**src/rtl/uart_acq_pkg.sv**
```systemverilog
// ============================================================================
// Module  : uart_acq_pkg
// Brief   : Shared state encodings and default command bytes for the
//           UART-triggered acquire controller.
// Rev     : 1.0 - initial release
// ============================================================================
`default_nettype none

package uart_acq_pkg;

    typedef enum logic [1:0] {
        IDLE = 2'd0,
        ARM  = 2'd1,
        ACQ  = 2'd2
    } acq_state_t;

    typedef enum logic [1:0] {
        RX_IDLE  = 2'd0,
        RX_START = 2'd1,
        RX_DATA  = 2'd2,
        RX_STOP  = 2'd3
    } rx_state_t;

    localparam logic [7:0] CMD_WAVE  = 8'h77;
    localparam logic [7:0] CMD_FIR   = 8'h69;
    localparam logic [7:0] CMD_ABORT = 8'h78;

endpackage

`default_nettype wire

```
**src/rtl/uart_rx_byte.sv**
```systemverilog
// ============================================================================
// Module  : uart_rx_byte
// Brief   : Two-flop synchroniser plus 8N1 receiver with mid-bit sampling,
//           false-start rejection and stop-bit framing check.
// Rev     : 1.0 - initial release
// ============================================================================
`default_nettype none

module uart_rx_byte
    import uart_acq_pkg::*;
#(
    parameter int CLKS_PER_BIT = 4
) (
    input  logic       clk,
    input  logic       reset,
    input  logic       i_rx,
    output logic       o_rx_valid,
    output logic [7:0] o_rx_byte,
    output logic       o_frame_err
);

    localparam int HALF  = CLKS_PER_BIT / 2;
    localparam int CNT_W = $clog2(CLKS_PER_BIT + 1);

    logic             r_sync1;
    logic             r_rx_s;
    logic             r_rx_prev;
    rx_state_t        r_state;
    logic [CNT_W-1:0] r_cnt;
    logic [2:0]       r_bitn;
    logic [7:0]       r_shift;

    // A start is a high-to-low edge, so after a framing error the line must
    // return high before another byte can begin.
    always_ff @(posedge clk) begin
        if (reset) begin
            r_sync1     <= 1'b1;
            r_rx_s      <= 1'b1;
            r_rx_prev   <= 1'b1;
            r_state     <= RX_IDLE;
            r_cnt       <= '0;
            r_bitn      <= '0;
            r_shift     <= '0;
            o_rx_valid  <= 1'b0;
            o_rx_byte   <= '0;
            o_frame_err <= 1'b0;
        end else begin
            r_sync1     <= i_rx;
            r_rx_s      <= r_sync1;
            r_rx_prev   <= r_rx_s;
            o_rx_valid  <= 1'b0;
            o_frame_err <= 1'b0;
            case (r_state)
                RX_IDLE: begin
                    if (!r_rx_s && r_rx_prev) begin
                        r_state <= RX_START;
                        r_cnt   <= '0;
                    end
                end
                RX_START: begin
                    if (r_cnt == CNT_W'(HALF - 1)) begin
                        r_cnt   <= '0;
                        r_bitn  <= '0;
                        r_state <= r_rx_s ? RX_IDLE : RX_DATA;
                    end else begin
                        r_cnt <= r_cnt + CNT_W'(1);
                    end
                end
                RX_DATA: begin
                    if (r_cnt == CNT_W'(CLKS_PER_BIT - 1)) begin
                        r_cnt   <= '0;
                        r_shift <= {r_rx_s, r_shift[7:1]};
                        r_bitn  <= r_bitn + 3'd1;
                        if (r_bitn == 3'd7) begin
                            r_state <= RX_STOP;
                        end
                    end else begin
                        r_cnt <= r_cnt + CNT_W'(1);
                    end
                end
                RX_STOP: begin
                    if (r_cnt == CNT_W'(CLKS_PER_BIT - 1)) begin
                        r_cnt   <= '0;
                        r_state <= RX_IDLE;
                        if (r_rx_s) begin
                            o_rx_valid <= 1'b1;
                            o_rx_byte  <= r_shift;
                        end else begin
                            o_frame_err <= 1'b1;
                        end
                    end else begin
                        r_cnt <= r_cnt + CNT_W'(1);
                    end
                end
                default: r_state <= RX_IDLE;
            endcase
        end
    end

endmodule

`default_nettype wire

```
**src/rtl/uart_acquire_ctrl.sv**
```systemverilog
// ============================================================================
// Module  : uart_acquire_ctrl
// Brief   : Decodes UART command bytes into per-channel active-low acquire
//           windows gated on a fresh waveform number.
//           Optional: define CMD_ABORT_EN to let ABORT_CODE cancel ARM/ACQ.
// Rev     : 1.0 - initial release
// ============================================================================
`default_nettype none

module uart_acquire_ctrl
    import uart_acq_pkg::*;
#(
    parameter int                    CLKS_PER_BIT = 4,
    parameter int                    NUM_CH       = 2,
    parameter logic [8*NUM_CH-1:0]   CMD_CODES    = {CMD_FIR, CMD_WAVE},
    parameter int                    WINDOW_LEN   = 36050,
    parameter int                    WN_W         = 16,
    parameter logic [7:0]            ABORT_CODE   = CMD_ABORT
) (
    input  logic              clk,
    input  logic              reset,
    input  logic              uart_rx,
    input  logic [WN_W-1:0]   wavenum,
    output logic [NUM_CH-1:0] acquire_n,
    output logic [7:0]        char,
    output logic [WN_W-1:0]   last_wavenum,
    output logic              busy,
    output logic              frame_err,
    output logic              cmd_err
);

    localparam int SEL_W = (NUM_CH > 1) ? $clog2(NUM_CH) : 1;
    localparam int CNT_W = $clog2(WINDOW_LEN + 1);
    localparam logic [NUM_CH-1:0] c_ACQ_OFF = '1;
    localparam logic [NUM_CH-1:0] c_ONE_HOT = NUM_CH'(1);
`ifdef CMD_ABORT_EN
    localparam logic c_ABORT_EN = 1'b1;
`else
    localparam logic c_ABORT_EN = 1'b0;
`endif

    logic              w_rx_valid;
    logic [7:0]        w_rx_byte;
    logic              w_match;
    logic [SEL_W-1:0]  w_sel;
    logic              w_abort;

    acq_state_t        r_state;
    logic [SEL_W-1:0]  r_sel;
    logic [CNT_W-1:0]  r_win_cnt;
    logic [NUM_CH-1:0] r_acquire_n;
    logic [WN_W-1:0]   r_last_wn;
    logic              r_busy;
    logic              r_cmd_err;

    uart_rx_byte #(
        .CLKS_PER_BIT (CLKS_PER_BIT)
    ) u_rx (
        .clk         (clk),
        .reset       (reset),
        .i_rx        (uart_rx),
        .o_rx_valid  (w_rx_valid),
        .o_rx_byte   (w_rx_byte),
        .o_frame_err (frame_err)
    );

    // Scan from the top down so the lowest matching channel wins.
    always_comb begin
        w_match = 1'b0;
        w_sel   = '0;
        for (int k = NUM_CH - 1; k >= 0; k--) begin
            if (w_rx_byte == CMD_CODES[8*k +: 8]) begin
                w_match = 1'b1;
                w_sel   = SEL_W'(k);
            end
        end
    end

    assign w_abort = c_ABORT_EN && w_rx_valid && (w_rx_byte == ABORT_CODE);

    always_ff @(posedge clk) begin
        if (reset) begin
            r_state     <= IDLE;
            r_sel       <= '0;
            r_win_cnt   <= '0;
            r_acquire_n <= c_ACQ_OFF;
            r_last_wn   <= '0;
            r_busy      <= 1'b0;
            r_cmd_err   <= 1'b0;
        end else begin
            r_cmd_err <= 1'b0;
            case (r_state)
                IDLE: begin
                    if (w_rx_valid) begin
                        if (w_match) begin
                            r_sel   <= w_sel;
                            r_state <= ARM;
                            r_busy  <= 1'b1;
                        end else begin
                            r_cmd_err <= 1'b1;
                        end
                    end
                end
                ARM: begin
                    if (w_abort) begin
                        r_state <= IDLE;
                        r_busy  <= 1'b0;
                    end else if (wavenum != r_last_wn) begin
                        r_state     <= ACQ;
                        r_win_cnt   <= '0;
                        r_acquire_n <= ~(c_ONE_HOT << r_sel);
                    end
                end
                ACQ: begin
                    if (w_abort) begin
                        r_acquire_n <= c_ACQ_OFF;
                        r_state     <= IDLE;
                        r_busy      <= 1'b0;
                    end else if (r_win_cnt == CNT_W'(WINDOW_LEN - 1)) begin
                        r_acquire_n <= c_ACQ_OFF;
                        r_last_wn   <= wavenum;
                        r_state     <= IDLE;
                        r_busy      <= 1'b0;
                    end else if (r_win_cnt != CNT_W'(WINDOW_LEN)) begin
                        r_win_cnt <= r_win_cnt + CNT_W'(1);
                    end
                end
                default: begin
                    r_state     <= IDLE;
                    r_acquire_n <= c_ACQ_OFF;
                    r_busy      <= 1'b0;
                end
            endcase
        end
    end

    assign acquire_n    = r_acquire_n;
    assign char         = w_rx_byte;
    assign last_wavenum = r_last_wn;
    assign busy         = r_busy;
    assign cmd_err      = r_cmd_err;

endmodule

`default_nettype wire

```
**config.mk**
```make
export PLATFORM = sky130hd
export DESIGN_NAME = uart_acquire_ctrl
export DESIGN_NICKNAME = d
export VERILOG_FILES = /design/src/rtl/uart_acq_pkg.sv /design/src/rtl/uart_rx_byte.sv /design/src/rtl/uart_acquire_ctrl.sv
export SDC_FILE = /design/constraint.sdc
export NUM_CORES = 1
export LEC_CHECK = 0
export ABC_AREA = 0
export CORE_MARGIN = 2
export CORE_UTILIZATION = 49
export CTS_CLUSTER_DIAMETER = 150
export DETAILED_ROUTE_END_ITERATION = 10
export PLACE_DENSITY = 0.74
export REMOVE_ABC_BUFFERS = 1
export SLEW_MARGIN = 40
export SYNTH_ARGS = -nofsm -noshare
export SYNTH_HDL_FRONTEND = slang
export SYNTH_SLANG_ARGS = --single-unit
```
**constraint.sdc**
```tcl
create_clock -name clk -period 1.8 [get_ports clk]
set_input_delay 0.36 -clock clk [delete_from_list [all_inputs] [get_ports clk]]
set_output_delay 0.36 -clock clk [all_outputs]
set_load 0.01 [all_outputs]
```
==> metrics.md, run 1 <==
| Metric | Value |
|---|---|
| Status | finished with violations |
| Violated checks | negative setup slack |
| Clock Latency Late Sink | 0.35 ns |
| RSZ-0062 raised after global routing | true |
| Die Span Y | 84.9 µm |
| Worst EP arrival | 2.10 ns |
| Setup TNS | -0.0223 ns |
| Final Cycle Share | 101% |
| CP Data Required Time | 2.08 ns |
| Root buffer cell | clkbuf_8 |
| EDFF count, synth | 0 |
| Via count | 2,917 |
| Pleak | 0.00162 µW |
| GPL Wtd Cong | 0.825 |
| Yosys warning count | 0 |
| Core Region | 6350 µm² |
| Type of the worst min-delay path | in -> reg |
| Placed cell count | 495 |
| First-pass GRT wire length | 12.3 mm |
| P&R area growth vs syn | 35.8% |
| Fmax achieved | 0.549 GHz |
| Drc violations | 0 |
| Largest cells by area after synthesis | dfxtp_1 43%, mux2i_1 5.9%, nand2_1 5.7% |
| Clk_skew | 0.00585 ns |
| Crit Path Category | reg -> reg |
| Placed cell area | 3900 µm² |
| Crit-path slowest cell | or4_4 |
| CTS Buffer Depth | 2 |
| Final ANT Viol Nets | 0 |
| Seq/Total Area, Yosys | 42.5% |
| Rel. slew slack | 67.2% |
| Area occupied by multi-input gates | 1820 µm² |
| Number of port buffers | 47 |
| Buf/Inv on CP | 1 |
| H-tree depth | 3 |
| Die Area | 7200 µm² |
| Delay-heaviest family, CP | simple AND/OR/NAND/NOR gates |
| Initial antenna violation count | 0 |
| CTS buffer count | 9 |
| I/O pin count | 48 |
| Min Clock Period, post-route | 1.82 ns |
| Vias per cell | 5.60 |
| CP max stage delay | 0.51 ns |
| Detailed Route WL | 7.56 mm |
| Layout cells sized above 1 | 21.4% |
| Clock Pin Slew Worst Setup and Hold Paths | 0.07 ns |
| FF+latch area | 1380 µm² |
| Initial drt markers | 136 |
| Critical path fanouts, max | 3 |
| Die W | 84.9 µm |
| Cell area after synthesis | 3200 µm² |
| Dpl hpwl | 5.04 mm |
| # fillers | 494 |
| Cell taking the most area after synthesis | dfxtp_1 |
| Final hold vios | 0 |
| Asr flop ratio synth | 0% |
| Min-delay src | reset |
| Fin cells | 521 |
| Pwr dens | 689 nW/µm² |
| Setup-failing EPs final | 1 |
| Vias in the first global route | 2,714 |
| Grt ovf | 0 |
| Slack of the critical path | -0.0223 ns |
| Avg Inst Size Synth | 8.87 µm² |
| Max VDD drop | 0.663 mV |
| # diodes | 0 |
| Register bit total from synthesis | 68 |
| Measured slew at the worst slew-check pin | 0.489 ns |
| DR pass1 iterations | 4 |
| Fin nets | 468 |
| Critical Path, Cell by Cell | inv_4 -> ha_4 -> o211a_1 -> and4_4 -> nand2b_4 -> or4_4 -> a31oi_1 |
| Largest net degree at the start of global routing | 36 |
| Starting Density | 50.4% |
| Clock sinks | 68 |
| Slew Limit Fails | 0 |
| Row count | 29 |
| R2r startpoint | r_win_cnt[1] |
| CTS tree | yes |
| Mapped Cells | 361 |
| Worst Setup End Kind | flip-flop |
| Crit path from | r_win_cnt[1] |
| Fin util | 68.5% |
| GR Util All Layers | 21.2% |
| Design Area, Final | 4350 µm² |
| Post-DR wirelength/cell | 14.5 µm |
| Synth cell types | 55 |
| Startpoint Class | flip-flop |
| Top_reg_cell synth | dfxtp_1 |
| Share of Yosys cell area claimed by the top area cell type | 42.5% |
| Max-Cap Viols | 0 |
==> state kept, by name, indices dropped and copies added, names as in the netlist, named ones only <==
| register | count |
|---|---|
| acquire_n | 2 |
| busy | 1 |
| cmd_err | 1 |
| last_wavenum | 16 |
| r_sel | 1 |
| r_state | 2 |
| r_win_cnt | 16 |
| u_rx.o_frame_err | 1 |
| u_rx.o_rx_byte | 8 |
| u_rx.o_rx_valid | 1 |
| u_rx.r_bitn | 3 |
| u_rx.r_cnt | 3 |
| u_rx.r_rx_prev | 1 |
| u_rx.r_rx_s | 1 |
| u_rx.r_shift | 8 |
| u_rx.r_state | 1 |
| u_rx.r_sync1 | 1 |
==> what timing repair did <==
| action | 4_1_cts | 5_1_grt |
|---|---|---|
| gates cloned | 0 | 1 |
| gates resized for setup | 15 | 31 |
| buffers inserted | 3 | 7 |
| setup endpoints to repair | 15 | 33 |
| pin swaps | 9 | 10 |
| hold buffers | 0 | 0 |
==> routing by layer <==
layer	share of wire [%]	track usage, %
met1	42	24.4
met2	51	37.0
met3	5.3	6.91
met4	1.6	7.65
met5	0	0
==> path summary, 6_finish.rpt <==
check                                         end  slack, ns  cells past startpoint
worst max-delay path                 r_win_cnt[9]      -0.02                      7
worst min-delay path            u_rx.o_rx_byte[1]       0.22                      2
worst max register to register       r_win_cnt[9]      -0.02                      7
worst min register to register        u_rx.r_rx_s       0.41                      1
==> cell usage after synthesis (2+ instances only) <==
library cell,instances
a211oi_1,7
nand4_1,6
a22oi_1,2
xnor2_1,4
nor4_4,2
nor2_1,42
nand2_1,49
or2_2,3
o211ai_1,2
or4_1,2
and4bb_1,2
and3_1,3
o21ai_0,7
a311oi_1,5
inv_1,10
ha_1,9
xor2_1,12
clkbuf_1,13
a21oi_1,26
or3_1,3
mux2i_1,19
nor3_1,12
nand3b_1,2
nand4b_1,3
dfxtp_1,68
a31oi_1,8
nor4_2,2
nor2_4,2
nand3_1,7
o21a_1,2
nor2b_1,3
==> power by group <==
group | switching (µW) | internal, µW
Combinational | 61.5 | 55.9
Clock | 555 | 810
Sequential | 6.57 | 1510
Total | 623 | 2370
==> worst register-to-register path, cell delays in order (launching register included) <==
cell      delay [ns]
dfxtp_4         0.39
inv_4           0.04
ha_4            0.15
o211a_1         0.20
and4_4          0.16
nand2b_4        0.14
or4_4           0.51
a31oi_1         0.17
==> area by class of cell <==
type                       instances  share of cell area (%)
clock buffer                      11                    3.25
clock inverter                     4                    1.70
inverter                          10                   0.921
multi-input combinational        267                    41.7
sequential                        68                    31.7
tap                               77                    2.22
timing repair buffer              84                    18.5
==> cell families after synthesis <==
group / share of synthesized area, %
AOI/OAI and AO/OA: 13.4
xor gates and xnor gates: 4.37
adders and majority gates: 3.52
buffers and inverters: 3.83
DFF: 42.5
muxes: 6.29
and+or+nand+nor: 26.1
==> per-stage QoR <==
| step | total power (µW) | hold WS, ns | worst slack [ns] |
|---|---|---|---|
| final | 2990 | 0.220 | -0.0223 |
| after global routing | 3110 | 0.213 | -0.0683 |
| after CTS | 3030 | 0.209 | -0.0425 |
| after detailed placement | 1670 | 0.395 | -0.499 |
| after global placement | 1670 | 0.393 | -0.395 |
| after floorplan | 1590 | 0.389 | 0.0146 |
==> cell usage in the layout (no fill, tap or decap), types with 4 or more instances in the layout <==
master and n:
clkbuf_8 10, xor2_1 11, a31oi_1 8, nor3_1 11, o21ai_0 6, nand3_1 6
a211oi_1 7, nand2_1 49, inv_1 8, nor2_1 41, dfxtp_1 60, nand4_1 6
dlygate4sd2_1 4, a21oi_1 26, dlymetal6s2s_1 6, mux2i_1 19, buf_4 32, ha_1 7
dfxtp_2 5, clkdlybuf4s50_1 36
Note: power is estimated with default switching activity, not from simulation.
==> run 2, diff against run 1 <==
--- a/config.mk
+++ b/config.mk
@@ -10,6 +10,7 @@
 export CORE_UTILIZATION = 49
 export CTS_CLUSTER_DIAMETER = 150
 export DETAILED_ROUTE_END_ITERATION = 10
+export GPL_ROUTABILITY_DRIVEN = 0
 export PLACE_DENSITY = 0.74
 export REMOVE_ABC_BUFFERS = 1
 export SLEW_MARGIN = 40
==> results of run 2 <==
Final layout, timing and power as in run 1 (identical DEF).
==> run 3, diff against run 2 <==
--- a/config.mk
+++ b/config.mk
@@ -13,7 +13,7 @@
 export GPL_ROUTABILITY_DRIVEN = 0
 export PLACE_DENSITY = 0.74
 export REMOVE_ABC_BUFFERS = 1
-export SLEW_MARGIN = 40
+export SLEW_MARGIN = 20
 export SYNTH_ARGS = -nofsm -noshare
 export SYNTH_HDL_FRONTEND = slang
 export SYNTH_SLANG_ARGS = --single-unit
==> results of run 3 <==
Final layout, timing and power as in run 1 (identical DEF).
==> RTL edit (config.mk and constraints of run 1) <==
Build with the macro `CMD_ABORT_EN` defined.
--- a/src/rtl/uart_acquire_ctrl.sv
+++ b/src/rtl/uart_acquire_ctrl.sv
@@ -7,4 +7,6 @@
 // ============================================================================
 `default_nettype none
+
+`define CMD_ABORT_EN
 
 module uart_acquire_ctrl
Function: same outputs for any inputs over 10 cycles, from zero or initial values and one cycle with reset high; that may be too few to reach the edited logic, so the function may still have changed.
==> RTL edit against run 1 <==
The flow still finishes with violations (setup timing); setup slack worse by 0.26 ns; synthesized cell count is 7.8% higher; final area is 5.9% higher; clock power is 4% higher; sequential cell count stayed put; area after synthesis is 3.7% higher; worst hold slack better by 0.094 ns; routed wire length is 11% higher; total power is 2.6% higher; sequential share of layout area is 2.1 points lower.
==> RTL edit: results (changes against run 1) <==
[drt]
drt_wl_total_um = 8418  ; was 7557 µm
dr.pass1.iters = 5  ; was 4
drt_iter0_drc = 233  ; was 136
met1_length_um = 3550  ; was 3200 µm
wl_per_cell_um = 14.82  ; was 14.50 µm
routed-wl-met2_um = 4212  ; was 3836 µm
met3_length_um = 538  ; was 398 µm

[timing]
setup_ws_ns = -0.2798  ; was -0.02229 ns
holdWs_ns = 0.3139  ; was 0.2202 ns
finalSetupViolations = 33  ; was 1

[finish]
area.share.sequential_pct = 29.65  ; was 31.70%
inv_count = 12  ; was 10
clock_buffers = 10  ; was 11
n_fill_cell = 540  ; was 494
drive_gt1_share_pct = 22.13  ; was 21.40%
final-nonclk-buf-share_pct = 19.78  ; was 18.47%

[hold_path]
whs_path_depth = 3  ; was 2
hold_end = last_wavenum[7]  ; was u_rx.o_rx_byte[1]

[placement]
pre_cts_ws_ns = -0.5524  ; was -0.4989 ns
dp_cells = 548  ; was 495

[power]
max-vdd-ir-drop_v = 0.0005739  ; was 0.0006633 V
clkPwrFrac_pct = 46.2  ; was 45.6%
p_clk_mw = 1.42  ; was 1.37 mW

[critical_path]
cp_max_fo = 7  ; was 3
rr_worst_depth = 6  ; was 7
reg2reg_from = r_win_cnt[2]  ; was r_win_cnt[1]

[outcome]
outcome = finished, violations left  ; unchanged
violations = setup timing  ; unchanged

[synth]
yosysSeqAreaShare_pct = 40.98  ; was 42.50%
netlist_instances = 389  ; was 361
synthTopCellsByCount = 68 x dfxtp_1, 44 x nand2_1, 39 x nor2_1  ; was 68 x dfxtp_1, 49 x nand2_1, 42 x nor2_1

[grt]
grt_pass1_vias = 3053  ; was 2,714
grt_use_total_pct = 22.51  ; was 21.25%

==> RTL edit: changes by cell type in the layout (fill, tap and decap cells not counted), sizes merged, moves of 5 or more <==
cell | before | now
nand2 | 49 | 44
xnor2 | 4 | 16
xor2 | 12 | 0
nand2b | 2 | 13
clkdlybuf4s50 | 36 | 31
buf | 37 | 56
nor2 | 45 | 39
==> RTL edit: cells by family after synthesis <==
group	after synthesis	synth area share, %
adder cells (fa/ha/maj)	9	3.390
AND/OR/NAND/NOR	168	26.14
buffers and inverters	31	3.955
AO/OA/AOI/OAI	80	16.20
XOR/XNOR	16	4.218
flip-flops	68	40.98
multiplexers	17	5.122
==> RTL edit: worst max-delay path: stages (launching register included) <==
cell      delay, ns
dfxtp_1        0.31
or4b_4         0.54
or4_4          0.55
nand3_2        0.13
o31ai_4        0.10
buf_6          0.15
o311ai_2       0.20
